==> src/rtl/pixel_stream_source.sv <==
// pixel_stream_source
//   Raster-order pixel producer: reads one WIDTH x HEIGHT 8-bit frame from a
//   synchronous-read RAM and presents it as a pixel / pix_en stream with
//   row/col position and sof/eol/eof markers. A 2-entry skid buffer absorbs
//   downstream stalls so no pixel is lost or repeated.
//   Build option: define PIX_SRC_FLUSH_EN to append FLUSH_PIXELS zero pixels
//   after the last image pixel (drains the downstream line buffers).
module pixel_stream_source #(
  parameter int WIDTH        = 400,
  parameter int HEIGHT       = 300,
  parameter int ADDR_W       = 17,
  parameter int FLUSH_PIXELS = 802
) (
  input  logic              Clk,
  input  logic              Reset,
  input  logic              start,
  input  logic [ADDR_W-1:0] frame_base,
  output logic              mem_rd_en,
  output logic [ADDR_W-1:0] mem_addr,
  input  logic [7:0]        mem_rdata,
  input  logic              pix_ready,
  output logic [7:0]        pix_out,
  output logic              pix_en,
  output logic [15:0]       col,
  output logic [15:0]       row,
  output logic              sof,
  output logic              eol,
  output logic              eof,
  output logic              busy,
  output logic              done
);

  localparam logic [ADDR_W-1:0] LAST_IDX = ADDR_W'(WIDTH * HEIGHT - 1);
  localparam logic [15:0]       COL_LAST = 16'(WIDTH - 1);
  localparam logic [15:0]       ROW_LAST = 16'(HEIGHT - 1);

  // A zero-length flush is not a meaningful configuration.
  if (FLUSH_PIXELS < 1) begin : g_flush_pixels_check
    $error("FLUSH_PIXELS must be at least 1");
  end

  typedef enum logic [2:0] {
    ST_IDLE  = 3'd0,
    ST_READ  = 3'd1,
    ST_DRAIN = 3'd2,
`ifdef PIX_SRC_FLUSH_EN
    ST_FLUSH = 3'd4,
`endif
    ST_FIN   = 3'd3
  } state_t;

  state_t            state;
  state_t            state_nxt;
  logic [ADDR_W-1:0] base;        // frame_base captured at accepted start
  logic [ADDR_W-1:0] rd_idx;      // linear index of the next read
  logic              rd_valid;    // read issued last cycle: mem_rdata valid now
  logic [1:0]        skid_cnt;    // stored skid entries (0..2)
  logic [7:0]        slot0;       // skid head
  logic [7:0]        slot1;       // skid second entry
  logic [2:0]        occupancy;
  logic              has_data;
  logic              img_phase;
  logic              flush_phase;
  logic              img_xfer;
  logic              start_ok;
  logic [7:0]        head;
`ifdef PIX_SRC_FLUSH_EN
  localparam logic [15:0] FLUSH_LAST = 16'(FLUSH_PIXELS - 1);
  logic [15:0]       flush_cnt;
`endif

  assign start_ok  = (state == ST_IDLE) && start;
  assign img_phase = (state == ST_READ) || (state == ST_DRAIN);
`ifdef PIX_SRC_FLUSH_EN
  assign flush_phase = (state == ST_FLUSH);
`else
  assign flush_phase = 1'b0;
`endif

  // Skid/read bookkeeping and the visible head pixel (stored entry first,
  // otherwise the read data arriving this cycle).
  always_comb begin
    occupancy = {1'b0, skid_cnt} + {2'b00, rd_valid};
    has_data  = (skid_cnt != 2'd0) || rd_valid;
    if (skid_cnt != 2'd0) begin
      head = slot0;
    end else if (rd_valid) begin
      head = mem_rdata;
    end else begin
      head = 8'h00;
    end
  end

  // Stream, read and status outputs derived from state and skid contents.
  always_comb begin
    mem_rd_en = (state == ST_READ) && (occupancy < 3'd2);
    mem_addr  = base + rd_idx;
    img_xfer  = img_phase && has_data && pix_ready;
    pix_en    = img_xfer || (flush_phase && pix_ready);
    pix_out   = img_phase ? head : 8'h00;
    sof       = img_xfer && (row == 16'd0) && (col == 16'd0);
    eol       = img_xfer && (col == COL_LAST);
    eof       = img_xfer && (col == COL_LAST) && (row == ROW_LAST);
    busy      = (state != ST_IDLE) && (state != ST_FIN);
    done      = (state == ST_FIN);
  end

  // Next-state logic for the frame sequencer.
  always_comb begin
    state_nxt = state;
    case (state)
      ST_IDLE: begin
        if (start) state_nxt = ST_READ;
        else       state_nxt = ST_IDLE;
      end
      ST_READ: begin
        if (mem_rd_en && (rd_idx == LAST_IDX)) state_nxt = ST_DRAIN;
        else                                   state_nxt = ST_READ;
      end
      ST_DRAIN: begin
`ifdef PIX_SRC_FLUSH_EN
        if (eof) state_nxt = ST_FLUSH;
        else     state_nxt = ST_DRAIN;
`else
        if (eof) state_nxt = ST_FIN;
        else     state_nxt = ST_DRAIN;
`endif
      end
`ifdef PIX_SRC_FLUSH_EN
      ST_FLUSH: begin
        if (pix_en && (flush_cnt == FLUSH_LAST)) state_nxt = ST_FIN;
        else                                     state_nxt = ST_FLUSH;
      end
`endif
      ST_FIN:  state_nxt = ST_IDLE;
      default: state_nxt = ST_IDLE;
    endcase
  end

  // State register.
  always_ff @(posedge Clk) begin
    if (Reset) state <= ST_IDLE;
    else       state <= state_nxt;
  end

  // Read address generation and output position counters.
  always_ff @(posedge Clk) begin
    if (Reset) begin
      base     <= '0;
      rd_idx   <= '0;
      rd_valid <= 1'b0;
      col      <= 16'd0;
      row      <= 16'd0;
    end else begin
      rd_valid <= mem_rd_en;
      if (start_ok) begin
        base   <= frame_base;
        rd_idx <= '0;
        col    <= 16'd0;
        row    <= 16'd0;
      end else begin
        if (mem_rd_en) rd_idx <= rd_idx + {{(ADDR_W-1){1'b0}}, 1'b1};
        // Position advances per image transfer and holds on the last pixel.
        if (img_xfer && !eof) begin
          if (col == COL_LAST) begin
            col <= 16'd0;
            row <= row + 16'd1;
          end else begin
            col <= col + 16'd1;
          end
        end
      end
    end
  end

  // Two-entry skid buffer: arriving read data bypasses to the output when
  // the buffer is empty and the consumer takes it, otherwise it is stored.
  always_ff @(posedge Clk) begin
    if (Reset) begin
      skid_cnt <= 2'd0;
      slot0    <= 8'h00;
      slot1    <= 8'h00;
    end else begin
      case (skid_cnt)
        2'd0: begin
          if (rd_valid && !img_xfer) begin
            slot0    <= mem_rdata;
            skid_cnt <= 2'd1;
          end
        end
        2'd1: begin
          if (img_xfer) begin
            if (rd_valid) slot0 <= mem_rdata;
            else          skid_cnt <= 2'd0;
          end else if (rd_valid) begin
            slot1    <= mem_rdata;
            skid_cnt <= 2'd2;
          end
        end
        2'd2: begin
          if (img_xfer) begin
            slot0 <= slot1;
            if (rd_valid) slot1 <= mem_rdata;
            else          skid_cnt <= 2'd1;
          end
        end
        default: skid_cnt <= 2'd0;
      endcase
    end
  end

`ifdef PIX_SRC_FLUSH_EN
  // Count zero pixels delivered during the flush.
  always_ff @(posedge Clk) begin
    if (Reset) begin
      flush_cnt <= 16'd0;
    end else if (start_ok) begin
      flush_cnt <= 16'd0;
    end else if (flush_phase && pix_en) begin
      flush_cnt <= flush_cnt + 16'd1;
    end
  end
`endif

endmodule
==> config.mk <==
export PLATFORM = sky130hd
export DESIGN_NAME = pixel_stream_source
export DESIGN_NICKNAME = d
export VERILOG_FILES = /design/src/rtl/pixel_stream_source.sv
export SDC_FILE = /design/constraint.sdc
export NUM_CORES = 1
export LEC_CHECK = 0
export CORE_MARGIN = 2
export CORE_UTILIZATION = 35
export CTS_CLUSTER_SIZE = 14
export DETAILED_ROUTE_END_ITERATION = 7
export PLACE_DENSITY_LB_ADDON = 0.15
export SLEW_MARGIN = 20
export SYNTH_ARGS = -nofsm -noshare
export SYNTH_HDL_FRONTEND = slang
export SYNTH_SLANG_ARGS = --single-unit
==> constraint.sdc <==
create_clock -name Clk -period 2.6 [get_ports Clk]
set_clock_uncertainty 0.05 [all_clocks]
set_input_delay 0.26 -clock Clk [delete_from_list [all_inputs] [get_ports Clk]]
set_output_delay 0.26 -clock Clk [all_outputs]
set_load 0.02 [all_outputs]
Word-level counts from Yosys, hierarchy flattened

Index checks and enable logic that the tools add are counted.
Widths: inputs -> output; s select.

Bits in registers: 88
Input port bits: 29
Output and inout bits: 64
Logic and storage cells: 85

$add $sub $neg: 5
Magnitude comparators: 1
Equal/unequal tests: 17
Multiplexer cells: 24
Reduce and logical (&&, ||, !) cells: 29

Operators by type and width:

| cell                  | number |
|---|---|
| $mux 8                | 10 |
| $add 16x1->16 const B | 2 |
| $eq 16x9->1 const B   | 2 |
| $logic_not 16->1      | 2 |
| $pmux 8 s3            | 1 |
| $add 17x1->17 const B | 1 |
| $add 17x17->17        | 1 |
| $eq 17x17->1 const B  | 1 |
| $mux 16               | 1 |
| $pmux 8 s2            | 1 |
| $mux 2                | 7 |
| $logic_and 1x1->1     | 12 |
| $ne 2x2->1 const B    | 6 |
| $reduce_and 5->1      | 2 |
| $pmux 3 s3            | 1 |
| $eq 3x2->1 const B    | 2 |
| $ne 3x3->1 const B    | 2 |
| $pmux 2 s3            | 1 |
| $reduce_bool 3->1     | 2 |
| $reduce_bool 2->1     | 2 |
| $add 2x1->3           | 1 |
| $eq 3x1->1 const B    | 1 |
| $logic_not 3->1       | 1 |
| $lt 3x2->1 const B    | 1 |
| other kinds (10)      | 13 |

Logic depth before layout (Yosys ltp)

Gate-level depths: netlist (run 1).

Depth in word-level cells: 9
Mapped depth: 9
Depth with buffers taken out: 7

Worst setup path before layout (run 1)

OpenSTA, ideal clock, no wires.

Path kind: reg2out
Start point: register rd_idx[4]
End point: output mem_addr[14]
Arrival: 2499 ps
Required time: 2290 ps
Slack: -209 ps
Stages on the path, launching flop included: 7
Path buffers: 0
Cells stage by stage: dfxtp_1 ha_1 a2111oi_0 o21a_1 o211a_1 nor2_1 o311ai_0

Word-level cells in the longest chain between the ends: 1

Ends and longest elaborated chain:

| item                   | line | RTL |
|---|---|---|
| from (decl)            | 55   | `logic [ADDR_W-1:0] rd_idx;` |
| from (signal assigned) | 162  | `if (mem_rd_en) rd_idx <= rd_idx + {{(ADDR_W-1){1'b0}}, 1'b1};` |
| $add 17x17->17         | 97   | `mem_addr = base + rd_idx;` |
| to (decl)              | 19   | `output logic [ADDR_W-1:0] mem_addr,` |

Every way passes these cells.

Worst setup path after layout (run 1)

Start point: register rd_idx[0]
End point: output mem_addr[16]

The elaborated chain is that of the path after synthesis.

==> reports/results.txt, run 1 <==
Status -> complete, but fails checks
Failing checks -> setup timing
Max VDD drop -> 419 uV
Met1 Track Usage GR -> 0.243
Wire length of the first global-routing pass -> 22.3 mm
Port bufs -> 92
CP max-delay cell -> fa_2
Crit path DAT -> 2.36 ns
GPL Wtd Cong -> 0.840
Startpoint types -> register
Area Overhead vs Synth -> 44.6%
Starting Density -> 0.359
Worst R2R Path Depth -> 6
Pleak -> 2.95 nW
Initial DRC Count -> 269
All-Layer GR Usage -> 0.182
Hpwl dp -> 10.0 mm
CTS Buffer Depth -> 2
Critical path's most frequent cell -> o211a_1
Hold Path Class -> in2reg
Vias in the first global route -> 4754
WP depth -> 9
Slew @ Worst Pin -> 0.596 ns
Met2 global-route usage -> 0.297
CTS Sinks -> 87
Final #Nets -> 835
Synth unique cells -> 62
RSZ-0062 raised after global routing -> yes
Post-CTS Hold Buffers -> 0
Final slew viol count -> 0
Wire length per cell -> 14.1 um
FP Rows -> 43
Avg Inst Size Synth -> 8.17 um^2
Post-synth EDFFs -> 0
Final Hold Vio Count -> 0
Cells after Synth -> 613
Min Tclk post-route -> 2.67 ns
Main synth FF type -> dfxtp_1
Die Wd -> 124 um
Register bit total from synthesis -> 87
Netlist Area Pre-Place -> 5010 um^2
Crit-path max cell delay -> 0.36 ns
Post-Syn Nets -> 669
Clock root buffer -> clkbuf_16
Seq/Total Area, Yosys -> 0.348
Largest net degree at the start of global routing -> 39
Critical Path, Cell by Cell -> ha_4 -> fa_2 -> a21oi_2 -> o21a_1 -> o211a_1 -> nor2_2 -> buf_4 -> o211a_1 -> buf_6
Worst path top cell family by delay -> compound AO/OA/AOI/OAI gates
GR Overflow Total -> 0
Crit path capture type -> output port
Final wirelength -> 13.6 mm
Num CTS Buffers -> 9
Routed Antenna Nets -> 0
Final setup viols -> 5
Buf/Inv on CP -> 2
Slew HR -> 0.603
Tcrit/Tclk final -> 1.03
# diodes -> 0
DP Worst Slack -> -0.296 ns
Yosys warning total -> 0
Synth async-reset ratio -> 0
Crit-path max FO -> 3
Drt drc -> 0
Hold WS -> 0.398 ns
Pre-antenna DRT Iters -> 6
Layout cells sized above 1 -> 0.204
GRT busiest layer -> met2
Met3 GRT Util -> 0.0453
Die Y -> 124 um
Fmax -> 374 MHz
Final core occ -> 0.519
Via Count -> 5014
Io pins -> 93
CTS tree -> yes
Clock slew at the register clock pins of the worst setup and hold paths -> 0.06 ns
Max-cap violations -> 0
Full die area -> 15300 um^2
Initial antenna violation count -> 0
Hold depth -> 3
PnR worst setup slack -> -0.0724 ns
Layout fillers -> 1321
# H-tree levels -> 3
Worst Path Required -> 2.29 ns
Via/cell ratio -> 5.20
Critical path class -> reg2out
CORE AREA -> 13900 um^2
Clock latency on the worst-skew pair -> 0.34 ns
PD cells -> 479 nW/um^2
[registers in the layout, indices dropped and copies added (netlist names)]
signal and cells:
rd_valid 1, rd_idx 17, base 17, state 2, slot1 8, skid_cnt 2, slot0 8, col 16
row 16
[cells in the mapped netlist, drive strengths merged (2+ instances only)]
master	number	share of area
a2111oi	5	0.010
a21boi	8	0.012
a21o	2	0.0030
a21oi	58	0.060
a31o	4	0.0070
a31oi	3	0.0037
and2	3	0.0037
and3	10	0.012
and4	5	0.0087
and4b	2	0.0040
buf	9	0.0095
clkbuf	19	0.014
dfxtp	87	0.35
ha	26	0.065
inv	20	0.015
mux2i	19	0.038
nand2	56	0.042
nand2b	5	0.0062
nand3	26	0.026
nand3b	2	0.0030
nand4	19	0.024
nor2	72	0.054
nor2b	3	0.0037
nor3	19	0.021
nor4	8	0.011
nor4b	2	0.0035
o2111ai	3	0.0052
o211a	3	0.0060
o211ai	2	0.0030
o21a	4	0.0060
o21ai	25	0.025
o311ai	3	0.0067
o31ai	6	0.012
or2	2	0.0025
or3	15	0.019
or4	6	0.011
xnor2	17	0.030
xor2	22	0.038
[through the flow]
step	power [W]	instance area [um^2]	TNS (ns)	cells
after floorplan	0.00162	5010	0	613
after global placement	0.00179	6680	-1.49	942
after detailed placement	0.00180	6680	-1.86	942
after CTS	0.00349	7130	-0.215	961
after global routing	0.00360	7240	-0.951	964
final	0.00347	7240	-0.202	964
[cell families (layout without fill, tap and decap cells)]
logic type | count (synthesis) | in the layout | synth area share
muxes | 20 | 20 | 0.0402
buffers and inverters | 48 | 219 | 0.0387
AOI/OAI and AO/OA | 134 | 134 | 0.174
adders and majority gates | 27 | 27 | 0.0690
DFF | 87 | 87 | 0.348
and+or+nand+nor | 258 | 258 | 0.262
xor gates and xnor gates | 39 | 39 | 0.0682
[final cells by class]
class / instances / area, um^2 / share of cell area
Clock inverter: 6 / 155 / 0.0214
Multi-Input combinational cell: 478 / 3210 / 0.443
Sequential cell: 87 / 1750 / 0.242
Timing Repair Buffer: 183 / 1590 / 0.219
Tap cell: 180 / 225 / 0.0311
Clock buffer: 10 / 239 / 0.0330
Inverter: 20 / 75.1 / 0.0104
[placed cells by master, fill, tap and decap left out, types with 10 or more instances in the layout]
| cell | instances |
|---|---|
| dfxtp_1 | 83 |
| xor2_1 | 22 |
| nand4_1 | 19 |
| ha_1 | 22 |
| and3_1 | 10 |
| mux2i_1 | 19 |
| inv_1 | 20 |
| nor2_1 | 69 |
| clkdlybuf4s50_1 | 73 |
| nand2_1 | 56 |
| a21oi_1 | 52 |
| nor3_1 | 16 |
| buf_4 | 94 |
| or3_1 | 15 |
| xnor2_1 | 17 |
| nand3_1 | 25 |
| o21ai_0 | 20 |
[metal layers]
metal	up-vias	wire, um
met4	0	94
li1	2536	-
met1	2360	6600
met5	-	0
met2	108	6390
met3	10	558
[final timing paths]
check | end | slack [ns] | start
max | mem_addr[16] | -0.07 | rd_idx[0]$_SDFFE_PP0P_
min | base[0]$_SDFFE_PP0P_ | 0.40 | frame_base[0]
max reg2reg | col[6]$_SDFFE_PP0P_ | 0.16 | col[12]$_SDFFE_PP0P_
min reg2reg | base[10]$_SDFFE_PP0P_ | 0.41 | base[10]$_SDFFE_PP0P_
[worst register-to-register path: cells and delay by family, from the launching register on]
| kind | cells | cell delay, ns |
|---|---|---|
| AOI/OAI and AO/OA | 2 | 0.48 |
| and+or+nand+nor | 3 | 1.31 |
| buffers and inverters | 1 | 0.17 |
| DFF | 1 | 0.31 |
[where the power goes]
group / leakage (nW) / total, W / switching [W] / internal, W
clock network: 0.193 / 0.00169 / 0.000537 / 0.00116
logic: 2.05 / 0.000391 / 0.000209 / 0.000182
registers: 0.706 / 0.00138 / 0.0000189 / 0.00136
total: 2.95 / 0.00347 / 0.000764 / 0.00270
[repair_timing]
| item | CTS | global route |
|---|---|---|
| pin swaps | 8 | 14 |
| endpoints found under the setup margin | 17 | 18 |
| resized for setup | 71 | 31 |
| buffers inserted | 3 | 3 |
Power figures use the tool's default switching activity.
==> run 2, diff against run 1 <==
--- a/config.mk
+++ b/config.mk
@@ -9,7 +9,7 @@
 export CORE_UTILIZATION = 35
 export CTS_CLUSTER_SIZE = 14
 export DETAILED_ROUTE_END_ITERATION = 7
-export PLACE_DENSITY_LB_ADDON = 0.15
+export PLACE_DENSITY_LB_ADDON = 0.12
 export SLEW_MARGIN = 20
 export SYNTH_ARGS = -nofsm -noshare
 export SYNTH_HDL_FRONTEND = slang
==> run 2 against run 1 <==
  * The run still ends with setup timing left
  * Sequential cell count unchanged
  * Register-to-register slack about the same
  * Core utilization about the same
  * Clock power down 9%
  * Die area did not move
  * Combinational power is 1% higher
  * Sequential share of layout area about the same
  * First-iteration DRC count is 17% lower
  * Highest routed layer unchanged
==> reports/results.txt, run 2 (synthesis results as in run 1) <==
Gate power share -> 0.120 (was 0.113)
Critical path class -> reg2out (unchanged)
Max VDD drop -> 393 uV (was 419 uV)
Layout cells sized above 1 -> 0.208 (was 0.204)
Crit-path max FO -> 5 (was 3)
GR Overflow Total -> 0 (unchanged)
Sw Ratio -> 0.232 (was 0.221)
Wire length of the first global-routing pass -> 22.4 mm (was 22.3 mm)
Hold Path Class -> in2reg (unchanged)
Starting Density -> 0.359 (unchanged)
Worst R2R Path Depth -> 6 (unchanged)
CP max-delay cell -> dfxtp_2 (was fa_2)
Commonest cells after routing, fill and taps aside -> buf_4, dfxtp_1, clkdlybuf4s50_1, nor2_1, nand2_1 (unchanged)
Final Hold Vio Count -> 0 (unchanged)
Total internal power -> 0.00254 W (was 0.00270 W)
FP Rows -> 43 (unchanged)
Num CTS Buffers -> 9 (unchanged)
Post-CTS Hold Buffers -> 0 (unchanged)
Startpoint types -> register (unchanged)
Tcrit/Tclk final -> 1.01 (was 1.03)
Min Tclk post-route -> 2.63 ns (was 2.67 ns)
Fmax -> 381 MHz (was 374 MHz)
Largest net degree at the start of global routing -> 39 (unchanged)
Via Count -> 5005 (was 5014)
Die Wd -> 124 um (unchanged)
Crit path capture type -> output port (unchanged)
DP Worst Slack -> -0.321 ns (was -0.296 ns)
CORE AREA -> 13900 um^2 (unchanged)
Final setup viols -> 2 (was 5)
Area Overhead vs Synth -> 44.5% (was 44.6%)
Hold depth -> 3 (unchanged)
Wire length per cell -> 14.0 um (was 14.1 um)
CTS tree -> yes (unchanged)
Post-route setup TNS -> -0.0289 ns (was -0.202 ns)
Pleak -> 2.96 nW (was 2.95 nW)
Clock latency on the worst-skew pair -> 0.34 ns (about the same)
Vias in the first global route -> 4820 (was 4754)
Critical Path, Cell by Cell -> ha_4 -> buf_6 -> nand3_4 -> o211ai_1 -> o2111ai_2 -> buf_4 -> a211o_1 -> o311ai_1 -> buf_2 (was ha_4 -> fa_2 -> a21oi_2 -> o21a_1 -> o211a_1 -> nor2_2 -> buf_4 -> o211a_1 -> buf_6)
Full die area -> 15300 um^2 (unchanged)
Clock slew at the register clock pins of the worst setup and hold paths -> 0.06 ns (about the same)
Layout fillers -> 1337 (was 1321)
Routed Antenna Nets -> 0 (unchanged)
Slew @ Worst Pin -> 0.611 ns (was 0.596 ns)
Failing checks -> setup timing (unchanged)
Crit-path max cell delay -> 0.33 ns (was 0.36 ns)
RSZ-0062 raised after global routing -> yes (unchanged)
Commonest non-fill, non-tap cell in the layout -> buf_4 (unchanged)
CTS Sinks -> 87 (unchanged)
Crit path DAT -> 2.32 ns (was 2.36 ns)
Port bufs -> 92 (unchanged)
GPL Wtd Cong -> 0.819 (was 0.840)
Clock root buffer -> clkbuf_16 (unchanged)
Via/cell ratio -> 5.19 (was 5.20)
CTS Buffer Depth -> 2 (unchanged)
Final wirelength -> 13.5 mm (was 13.6 mm)
All-Layer GR Usage -> 0.183 (was 0.182)
P_sw -> 0.000765 W (was 0.000764 W)
Hpwl dp -> 9.97 mm (was 10.0 mm)
Final slew viol count -> 0 (unchanged)
Initial antenna violation count -> 0 (unchanged)
Pre-antenna DRT Iters -> 6 (unchanged)
Final #Nets -> 836 (was 835)
Slew HR -> 0.593 (was 0.603)
# H-tree levels -> 3 (unchanged)
Drt drc -> 0 (unchanged)
PD cells -> 456 nW/um^2 (was 479 nW/um^2)
Clk pwr share -> 0.462 (was 0.489)
Largest registers -> base (17), rd_idx (17) (unchanged)
Worst Path Required -> 2.29 ns (about the same)
Status -> complete, but fails checks (unchanged)
Reg area -> 1750 um^2 (about the same)
# diodes -> 0 (unchanged)
Sequential Power Share -> 0.418 (was 0.398)
Max-cap violations -> 0 (unchanged)
PnR worst setup slack -> -0.0264 ns (was -0.0724 ns)
Io pins -> 93 (unchanged)
Area occupied by multi-input gates -> 3230 um^2 (was 3210 um^2)
Die Y -> 124 um (unchanged)
Initial DRC Count -> 222 (was 269)
run 2: layout make-up:
class,instances,area share
clock buffers,11,0.0349
flip-flops and latches,87,0.241
inverters,20,0.0104
multi-input cells,478,0.446
clock inverters,5,0.0144
repair buffers,184,0.222
well taps,180,0.0311
run 2: power groups by stage:
stage	Clock [W]	Combinational [W]	Sequential, W
finish	0.00153	0.000395	0.00138
global route	0.00162	0.000432	0.00138
detailed placement	0	0.000390	0.00141
global placement	0	0.000386	0.00141
floorplan	0	0.000211	0.00140
CTS	0.00158	0.000386	0.00138
run 2: metrics by stage:
step | power, W | utilization | cell area, um^2 | hold WS [ns] | cells
after global placement | 0.00179 | 0.482 | 6710 | 0.399 | 945
after global routing | 0.00344 | 0.519 | 7230 | 0.399 | 965
after floorplan | 0.00162 | - | 5010 | 0.346 | 613
after CTS | 0.00334 | 0.512 | 7130 | 0.398 | 962
final | 0.00330 | 0.519 | 7230 | 0.409 | 965
after detailed placement | 0.00180 | 0.482 | 6710 | 0.402 | 945
run 2: worst max-delay path: cells and delay by family (launching register included):
| family | cells | cell delay, ns |
|---|---|---|
| compound gates | 4 | 0.79 |
| flops | 1 | 0.33 |
| simple gates | 1 | 0.08 |
| buf+inv | 3 | 0.50 |
| fa+ha+maj | 1 | 0.28 |
run 2: final timing paths:
check / start / endpoint / slack [ns]
worst max-delay path: rd_idx[4]$_SDFFE_PP0P_ / mem_addr[13] / -0.03
worst min-delay path: frame_base[0] / base[0]$_SDFFE_PP0P_ / 0.41
worst max register to register: col[11]$_SDFFE_PP0P_ / col[5]$_SDFFE_PP0P_ / 0.15
worst min register to register: base[7]$_SDFFE_PP0P_ / base[7]$_SDFFE_PP0P_ / 0.41
run 2: what timing repair did:
item / in CTS / in global routing
setup endpoints to repair: 17 / 18
gates resized for setup: 78 / 25
buffers inserted: 1 / 3
pin swaps: 11 / 17
run 2: per-layer routing:
layer | vias up | share of wire | routed length, um | global-route usage
met4 | 0 | 0.012 | 157 | 0.0483
met2 | 105 | 0.47 | 6310 | 0.298
met3 | 12 | 0.048 | 650 | 0.0490
met1 | 2348 | 0.47 | 6380 | 0.240
met5 | - | 0 | 0 | 0
li1 | 2540 | - | - | -
